`src/rtl/vedic_mac_accum_if.sv`:
```
// Product-in / sum-out handshake bundle shared by the accumulator and its neighbours.
// The master is the side that produces products and consumes results.
interface vedic_mac_accum_if #(
  parameter int ACC_W = 16
);
  logic             clear;
  logic [7:0]       prod_in;
  logic             prod_valid;
  logic             prod_ready;
  logic [ACC_W-1:0] acc_out;
  logic             acc_valid;
  logic             acc_ready;
  logic             ovf;
  logic             busy;

  modport master (
    output clear, prod_in, prod_valid, acc_ready,
    input  prod_ready, acc_out, acc_valid, ovf, busy
  );

  modport slave (
    input  clear, prod_in, prod_valid, acc_ready,
    output prod_ready, acc_out, acc_valid, ovf, busy
  );
endinterface

```
`src/rtl/vedic_mac_accum.sv`:
```
// Dot-product accumulator: sums LEN unsigned 8-bit products per block and
// holds the wrapped sum plus an overflow flag until downstream takes it.
module vedic_mac_accum #(
  parameter int ACC_W = 16,
  parameter int LEN   = 4
) (
  input logic             clk,
  input logic             rst,
  vedic_mac_accum_if.slave bus
);
  localparam int CNT_W = (LEN > 1) ? $clog2(LEN) : 1;
  localparam logic [CNT_W-1:0] CNT_LAST = CNT_W'(LEN - 1);
  localparam logic [CNT_W-1:0] CNT_ONE  = CNT_W'(1);

  localparam logic [0:0] ACCUM = 1'b0;
  localparam logic [0:0] HOLD  = 1'b1;

  logic [0:0]       state_reg;
  logic [ACC_W-1:0] acc_reg;
  logic [ACC_W-1:0] acc_out_reg;
  logic [CNT_W-1:0] cnt_reg;
  logic             ovf_int_reg;
  logic             ovf_reg;
  logic             acc_valid_reg;
  logic             busy_reg;

  // One extra bit on the adder captures the carry-out used for overflow.
  logic [ACC_W:0] sum;
  logic           accept;

  assign sum    = {1'b0, acc_reg} + {{(ACC_W - 7){1'b0}}, bus.prod_in};
  assign accept = bus.prod_valid && (state_reg == ACCUM);

  assign bus.prod_ready = (state_reg == ACCUM) && !rst;
  assign bus.acc_out    = acc_out_reg;
  assign bus.acc_valid  = acc_valid_reg;
  assign bus.ovf        = ovf_reg;
  assign bus.busy       = busy_reg;

  always_ff @(posedge clk or posedge rst) begin
    if (rst) begin
      state_reg     <= ACCUM;
      acc_reg       <= '0;
      cnt_reg       <= '0;
      ovf_int_reg   <= 1'b0;
      acc_out_reg   <= '0;
      acc_valid_reg <= 1'b0;
      ovf_reg       <= 1'b0;
      busy_reg      <= 1'b0;
    end else if (bus.clear) begin
      // Flush wins over any handshake in the same cycle; acc_out is left alone.
      state_reg     <= ACCUM;
      acc_reg       <= '0;
      cnt_reg       <= '0;
      ovf_int_reg   <= 1'b0;
      acc_valid_reg <= 1'b0;
      ovf_reg       <= 1'b0;
      busy_reg      <= 1'b0;
    end else begin
      case (state_reg)
        ACCUM: begin
          if (accept) begin
            if (cnt_reg == CNT_LAST) begin
              acc_out_reg   <= sum[ACC_W-1:0];
              ovf_reg       <= ovf_int_reg | sum[ACC_W];
              acc_valid_reg <= 1'b1;
              state_reg     <= HOLD;
              acc_reg       <= '0;
              cnt_reg       <= '0;
              ovf_int_reg   <= 1'b0;
              busy_reg      <= 1'b0;
            end else begin
              acc_reg     <= sum[ACC_W-1:0];
              ovf_int_reg <= ovf_int_reg | sum[ACC_W];
              cnt_reg     <= cnt_reg + CNT_ONE;
              busy_reg    <= 1'b1;
            end
          end
        end
        HOLD: begin
          // acc_valid is always high here, so acc_ready alone completes the handshake.
          if (bus.acc_ready) begin
            acc_valid_reg <= 1'b0;
            state_reg     <= ACCUM;
          end
        end
        default: state_reg <= ACCUM;
      endcase
    end
  end
endmodule
```
`src/flat_wrapper.sv`:
```
// flat-port wrapper written by rule: the top's interface ports become plain ports
module vedic_mac_accum_flat 
#(
  parameter int ACC_W = 16,
  parameter int LEN   = 4
)
  (clk, rst, bus_clear, bus_prod_in, bus_prod_valid, bus_acc_ready, bus_prod_ready, bus_acc_out, bus_acc_valid, bus_ovf, bus_busy);
  vedic_mac_accum_if #(.ACC_W(ACC_W)) bus_i ();
  input logic clk;
  input logic rst;
  input wire logic [$bits(bus_i.clear)-1:0] bus_clear;
  input wire logic [$bits(bus_i.prod_in)-1:0] bus_prod_in;
  input wire logic [$bits(bus_i.prod_valid)-1:0] bus_prod_valid;
  input wire logic [$bits(bus_i.acc_ready)-1:0] bus_acc_ready;
  output wire logic [$bits(bus_i.prod_ready)-1:0] bus_prod_ready;
  output wire logic [$bits(bus_i.acc_out)-1:0] bus_acc_out;
  output wire logic [$bits(bus_i.acc_valid)-1:0] bus_acc_valid;
  output wire logic [$bits(bus_i.ovf)-1:0] bus_ovf;
  output wire logic [$bits(bus_i.busy)-1:0] bus_busy;
  assign bus_i.clear = bus_clear;
  assign bus_i.prod_in = bus_prod_in;
  assign bus_i.prod_valid = bus_prod_valid;
  assign bus_i.acc_ready = bus_acc_ready;
  assign bus_prod_ready = bus_i.prod_ready;
  assign bus_acc_out = bus_i.acc_out;
  assign bus_acc_valid = bus_i.acc_valid;
  assign bus_ovf = bus_i.ovf;
  assign bus_busy = bus_i.busy;
  vedic_mac_accum #(.ACC_W(ACC_W), .LEN(LEN)) u_core (.clk(clk), .rst(rst), .bus(bus_i));
endmodule
```
`config.mk`:
```
export PLATFORM = sky130hd
export DESIGN_NAME = vedic_mac_accum_flat
export DESIGN_NICKNAME = d
export VERILOG_FILES = /design/src/rtl/vedic_mac_accum_if.sv /design/src/rtl/vedic_mac_accum.sv /design/src/flat_wrapper.sv
export SDC_FILE = /design/constraint.sdc
export NUM_CORES = 1
export LEC_CHECK = 0
export ABC_AREA = 0
export BUFFER_PORTS_ARGS = -buffer_cell sky130_fd_sc_hd__buf_2
export CORE_MARGIN = 4
export CORE_UTILIZATION = 49
export CTS_CLUSTER_DIAMETER = 100
export DETAILED_ROUTE_END_ITERATION = 8
export PLACE_DENSITY = 0.75
export SYNTH_ARGS = -nofsm -noshare
export SYNTH_HDL_FRONTEND = slang
export SYNTH_SLANG_ARGS = --single-unit
```
`constraint.sdc`:
```
create_clock -name clk -period 5.46 [get_ports clk]
set_input_delay 0.273 -clock clk [delete_from_list [all_inputs] [get_ports clk]]
set_output_delay 0.273 -clock clk [all_outputs]
set_load 0.02 [all_outputs]
```
==> Yosys cells after proc, flatten, opt, wreduce, memory -nomap -nowiden <==
Index checks and enable logic that the tools add are counted.
{ "op_classes": {"bitwise_logic": 3, "n_reduce_logical": 9, "eq_ne": 5, "add_sub_neg": 2, "mux": 30} }
{ "op_table": {"columns": ["cell", "n"], "rows": [
  ["$mux 16", 4],
  ["$mux 1", 20],
  ["$add 16x8->17", 1],
  ["$mux 2", 4],
  ["$ne 3x3->1 const B", 2],
  ["$reduce_and 3->1", 2],
  ["$pmux 1 s2", 2],
  ["$reduce_and 4->1", 1],
  ["$reduce_bool 2->1", 2],
  ["$ne 3x2->1 const B", 1],
  ["$add 2x1->2 const B", 1],
  ["$eq 2x2->1 const B", 1],
  ["$logic_and 1x1->1", 2],
  ["$ne 2x2->1 const B", 1],
  ["$not 1->1", 2],
  ["$reduce_and 2->1", 1],
  ["$logic_not 1->1", 1],
  ["$or 1x1->1", 1]
]} }
{ "word_totals": {"elab_cells": 57, "register_bits": 39, "out_inout_bits": 20} }

==> Longest topological paths before layout <==
{ "logic_depth": {"depth_word": 6, "ltp_mapped": 8, "mapped_depth_nobuf": 8} }

==> Worst setup path after synthesis <==
No wires, ideal clock.
{ "synth_timing": {"path_type": "register -> register", "from": "reg u_core.acc_reg[0]", "to": "reg u_core.acc_out_reg[6], in the netlist u_core.bus.acc_out[6]", "path_slack_ns": 3.471, "setup_time_ns": 0.125, "stages_incl_launch_ff": 9, "t_arrival_ns": 1.865, "n_path_buf": 0, "period_less_slack_ns": 1.989, "cell_sequence": "dfrtp_1 > ha_1 > inv_1 > fa_1 > nand2b_1 > a21o_1 > nor2b_1 > xnor2_1 > mux2_2"} }
{ "synth_via": {"elab_chain_len": 1} }
{ "synth_rtl": {"columns": ["item", "line", "text"], "rows": [
  ["start, declared", "vedic_mac_accum.sv:19", "logic [ACC_W-1:0] acc_reg;"],
  ["start signal, assigned", "vedic_mac_accum.sv:73", "acc_reg <= sum[ACC_W-1:0];"],
  ["$add 16x8->17", "vedic_mac_accum.sv:31", "assign sum = {1'b0, acc_reg} + {{(ACC_W - 7){1'b0}}, bus.prod_in};"],
  ["end signal, assigned", "vedic_mac_accum.sv:64", "acc_out_reg <= sum[ACC_W-1:0];"],
  ["end, declared", "vedic_mac_accum.sv:20", "logic [ACC_W-1:0] acc_out_reg;"]
]} }
No other way between the ends.
A chain may end at the register's enable or synchronous reset.

==> Worst setup path in the final report <==
{ "layout_timing": {"from": "reg u_core.acc_reg[0]", "to": "reg u_core.acc_reg[10]"} }
{ "layout_via": {"elab_chain_len": 5} }
{ "layout_rtl": {"columns": ["item", "line", "text"], "rows": [
  ["$add 16x8->17", "vedic_mac_accum.sv:31", null],
  ["$mux 16", "vedic_mac_accum.sv:63", "if (cnt_reg == CNT_LAST) begin"],
  ["$mux 16", "vedic_mac_accum.sv:62", "if (accept) begin"],
  ["$mux 16", "vedic_mac_accum.sv:60", "case (state_reg)"],
  ["$mux 16", "vedic_mac_accum.sv:50", "end else if (bus.clear) begin"]
]} }
No other way between the ends. The select of a mux whose other input is x is not followed.

==> results.md <==
- The worst hold margin is 0.0905 ns.
- The final critical-path share of the clock period is 40.2%.
- The relative slew slack is 54.6%.
- The congestion estimate from routability-driven global placement came to 0.815.
- The share of synthesized area in the top cell type comes to 45.8%.
- In this run the core area contains 23 standard-cell rows.
- The largest net degree at the start of global routing is 40.
- The path depth of the worst reg2reg path is 8.
- Synthesis produced a netlist with a net count of 228.
- Averaged over all synthesized cells, the footprint is 10.4 µm².
- Data on the critical path is required at its endpoint by 5.65 ns.
- The wire length of the first global-routing pass is 7310 µm.
- The initial antenna violation count is 0.
- After global routing the overflow that remains totals 0.
- The largest fanout of any net on the critical path is 8.
- The number of buffers on the longest clock path is 2.
- The worst flop-to-flop path startpoint is u_core.acc_reg[0].
- The top cell family by delay on the critical path is compound AO/OA/AOI/OAI gates.
- The master cell of the clock root buffer is sky130_fd_sc_hd__clkbuf_8.
- Summed over all cells, the static leakage comes to 1.19 nW.
- Setup repair after global routing left no endpoint under its margin.
- After detailed routing, the number of vias per cell comes to 5.49.
- After synthesis the netlist holds a flip-flop and latch count of 39.
- The area of the die is 5470 µm².
- The highest attainable clock frequency is 455 MHz.
- In the synthesized netlist, the number of instances is 205.
- The net count of the finished layout is 260.
- The effective utilization at floorplan is 51.8%.
- In this run the register-to-register setup slack is 3.26 ns.
- Registers take 976 µm².
- The signal on the critical path passes through ha_1 > inv_1 > fa_1 > nand2b_1 > a21o_1 > a21oi_4 > a211oi_1 > a211o_1.
- The most critical setup path has its endpoint at u_core.acc_reg[10].
- The slowest stage cell on the critical path is sky130_fd_sc_hd__fa_1.
- The slew at the pin with the worst max-slew slack is 0.681 ns.
- The count of nets left with antenna violations after detail routing is 0.
- Setup violations remaining at the end of the flow were counted as 0.
- The tightest min-delay check is of the primary input to asynchronous set/reset pin type.
- The fraction of registers with async set/reset is 100%.
- The width of the die is 74.0 µm.
- The post-CTS resize count is 0.
- The count of pins on the block boundary is 33.
- The placeable core region is 4120 µm².
- The total negative slack for setup checks is 0 ns.
- In the final layout, the multi-input gates occupy 1080 µm².
- Counting both buffers and inverters, the worst setup path holds a total of 1.
- The total CTS buffers is 5.
- Summed over all instances, the cell type with the most area after synthesis is sky130_fd_sc_hd__dfrtp_1.
- The routed layout has 1,582 vias.
- The initial detailed-routing violation count is 101.
- After synthesis the cells add up to 2130 µm².
- The clock insertion delay at the later pin of the skew report is 0.30 ns.
- The post-CTS setup repair buffer count is 0.
- Max-cap violations in this run came to 0.
- The setup path with the least slack is of type flip-flop to flip-flop.
- In the routed design, unresolved DRC markers number 0.
- The overall die height is 74.0 µm.
- The clock net in this run drives a total of 39 sinks.
- The number of hold violations in the final report is 0.
- The worst clock skew on the final layout is 0.00698 ns.
- The count of cell types in the netlist is 46.
- The run finished with clean final reports.
- Once detailed placement completed, the half-perimeter wirelength came to 2950 µm.
- The number of flops mapped to enable cells by yosys is 0.
- The dominant synthesized flop cell is sky130_fd_sc_hd__dfrtp_1.
- After detailed routing, the average wire length per cell comes to 14.8 µm.
- The via count of the first global-routing pass is 1,575.
- TritonCTS built the clock tree.
- The critical path capture point type is a flip-flop.
- The clock tree synthesis step divided the H-tree into 2 levels.
- After detailed routing, the total wire length is 4260 µm.
- Subtracting the final worst setup slack from the clock period gives 2.20 ns.
- By area the synthesized netlist is led by sky130_fd_sc_hd__dfrtp_1 46%, sky130_fd_sc_hd__ha_1 5.3%, sky130_fd_sc_hd__xnor2_1 4.5%.
- For this design, the CTS-stage hold fixing added 0 buffers.
- The part of the Yosys area used for sequential elements is 45.8%.
- The worst setup path is launched from a flip-flop.
- The total of buffers placed on input and output ports is 32.
- The delay of the slowest cell on the worst path is 0.39 ns.
- The number of cells on the critical path is 8.
- The antenna diode instance count is 0.
- The total routing usage reported by global routing is 17.4%.
- In this run the power density over the cells is 329 nW/µm².
- The max-slew violation count was 0.
- Cells with a size suffix above 1 make up 27.3% of the layout.
- The first-pass iteration count of the detailed router is 4.
- Across the VDD grid, the largest voltage drop is 0.000173 V.
- Yosys printed 0 warnings.
- The timing startpoint of the critical path is u_core.acc_reg[0].
- In this run the critical register-to-register path is captured at u_core.acc_reg[10].
- The CTS clock-pin slew for the worst setup and hold paths is 0.08 ns.
- The final-layout fill cell count is 361.
- The area growth from synthesis to layout is 15.2%.
- The arrival time of the worst setup path is 2.39 ns.
-- synthesized netlist by cell type (2+ instances only) --
library cell	n
sky130_fd_sc_hd__a211o_1	2
sky130_fd_sc_hd__a211oi_1	2
sky130_fd_sc_hd__a211oi_2	4
sky130_fd_sc_hd__a21o_1	3
sky130_fd_sc_hd__a21oi_1	11
sky130_fd_sc_hd__a22o_1	6
sky130_fd_sc_hd__a22oi_1	3
sky130_fd_sc_hd__and4_1	2
sky130_fd_sc_hd__buf_2	4
sky130_fd_sc_hd__buf_4	2
sky130_fd_sc_hd__clkbuf_1	3
sky130_fd_sc_hd__dfrtp_1	39
sky130_fd_sc_hd__ha_1	9
sky130_fd_sc_hd__inv_1	9
sky130_fd_sc_hd__mux2_2	7
sky130_fd_sc_hd__nand2_1	21
sky130_fd_sc_hd__nand2b_1	3
sky130_fd_sc_hd__nand3_1	4
sky130_fd_sc_hd__nor2_1	10
sky130_fd_sc_hd__nor2b_1	2
sky130_fd_sc_hd__nor3_1	2
sky130_fd_sc_hd__o211ai_1	2
sky130_fd_sc_hd__o21ai_0	12
sky130_fd_sc_hd__o21ai_1	8
sky130_fd_sc_hd__or3_1	4
sky130_fd_sc_hd__xnor2_1	11
-- cells by family after synthesis --
logic type	count (synthesis)	synth area share, %
AOI/OAI and AO/OA	64	21.7
and+or+nand+nor	54	13.4
DFF	39	45.8
buffers and inverters	18	3.76
xor gates and xnor gates	12	4.93
adders and majority gates	10	6.22
muxes	8	4.17
-- layout by cell type, fill, tap and decap left out, types with 2 or more instances in the layout --
cell / netlist / final
sky130_fd_sc_hd__a211o_1: 2 / 2
sky130_fd_sc_hd__a211oi_1: 2 / 2
sky130_fd_sc_hd__a211oi_2: 4 / 4
sky130_fd_sc_hd__a21o_1: 3 / 3
sky130_fd_sc_hd__a21oi_1: 11 / 11
sky130_fd_sc_hd__a22o_1: 6 / 6
sky130_fd_sc_hd__a22oi_1: 3 / 3
sky130_fd_sc_hd__and4_1: 2 / 2
sky130_fd_sc_hd__buf_2: 4 / 32
sky130_fd_sc_hd__buf_4: 2 / 2
sky130_fd_sc_hd__bufinv_16: 0 / 2
sky130_fd_sc_hd__clkbuf_8: 0 / 5
sky130_fd_sc_hd__dfrtp_1: 39 / 39
sky130_fd_sc_hd__ha_1: 9 / 9
sky130_fd_sc_hd__inv_1: 9 / 9
sky130_fd_sc_hd__mux2_2: 7 / 7
sky130_fd_sc_hd__nand2_1: 21 / 21
sky130_fd_sc_hd__nand2b_1: 3 / 3
sky130_fd_sc_hd__nand3_1: 4 / 4
sky130_fd_sc_hd__nor2_1: 10 / 10
sky130_fd_sc_hd__nor2b_1: 2 / 2
sky130_fd_sc_hd__nor3_1: 2 / 2
sky130_fd_sc_hd__o211ai_1: 2 / 2
sky130_fd_sc_hd__o21ai_0: 12 / 12
sky130_fd_sc_hd__o21ai_1: 8 / 8
sky130_fd_sc_hd__or3_1: 4 / 4
sky130_fd_sc_hd__xnor2_1: 11 / 11
-- where the power goes --
part	switching [W]	internal [W]	leakage, nW	total, W
logic	0.000110	0.0000759	0.589	0.000186
clock network	0.000104	0.000183	0.0654	0.000287
registers	0.0000180	0.000317	0.532	0.000335
total	0.000232	0.000576	1.19	0.000808
-- worst register-to-register path, cell delays in order, from the launching register on --
cell	delay [ns]
sky130_fd_sc_hd__dfrtp_1	0.36
sky130_fd_sc_hd__ha_1	0.23
sky130_fd_sc_hd__inv_1	0.07
sky130_fd_sc_hd__fa_1	0.39
sky130_fd_sc_hd__nand2b_1	0.18
sky130_fd_sc_hd__a21o_1	0.25
sky130_fd_sc_hd__a21oi_4	0.27
sky130_fd_sc_hd__a211oi_1	0.12
sky130_fd_sc_hd__a211o_1	0.24
-- how the worst min path moves through the flow --
stage | from | to | slack (ns) | cells past startpoint
floorplan | bus_acc_ready | u_core.state_reg | 0.45 | 2
global placement | rst | u_core.acc_reg[15] | 0.43 | 3
detailed placement | rst | u_core.acc_reg[15] | 0.44 | 3
CTS | rst | u_core.acc_reg[15] | 0.10 | 3
global route | rst | u_core.bus.acc_valid | 0.15 | 3
finish | rst | u_core.bus.acc_valid | 0.09 | 3
-- final cells by class --
class / count / area share [%]
multi-input cells: 148 / 43.8
flip-flops and latches: 39 / 39.7
repair buffers: 34 / 7.13
clock buffers: 6 / 2.95
well taps: 50 / 2.55
clock inverters: 2 / 2.45
inverters: 9 / 1.38
-- through the flow --
| stage | util, % | cell area (µm²) | power, W | setup slack (ns) | cells |
|---|---|---|---|---|---|
| after floorplan | - | 2130 | 0.000481 | 3.47 | 205 |
| after global placement | 56.5 | 2320 | 0.000523 | 3.35 | 280 |
| after detailed placement | 56.5 | 2320 | 0.000526 | 3.27 | 280 |
| after CTS | 59.7 | 2460 | 0.000816 | 3.26 | 288 |
| after global routing | 59.7 | 2460 | 0.000849 | 3.08 | 288 |
| final | 59.7 | 2460 | 0.000808 | 3.26 | 288 |
-- per-layer routing --
metal | vias up | GRT usage [%] | share of wire, %
met1 | 731 | 22.7 | 47
met4 | 0 | 6.64 | 1.7
met3 | 7 | 4.19 | 4.6
met2 | 45 | 28.1 | 46
li1 | 799 | - | -
met5 | - | 0 | 0
No activity file was read; power rests on OpenSTA's default activity.
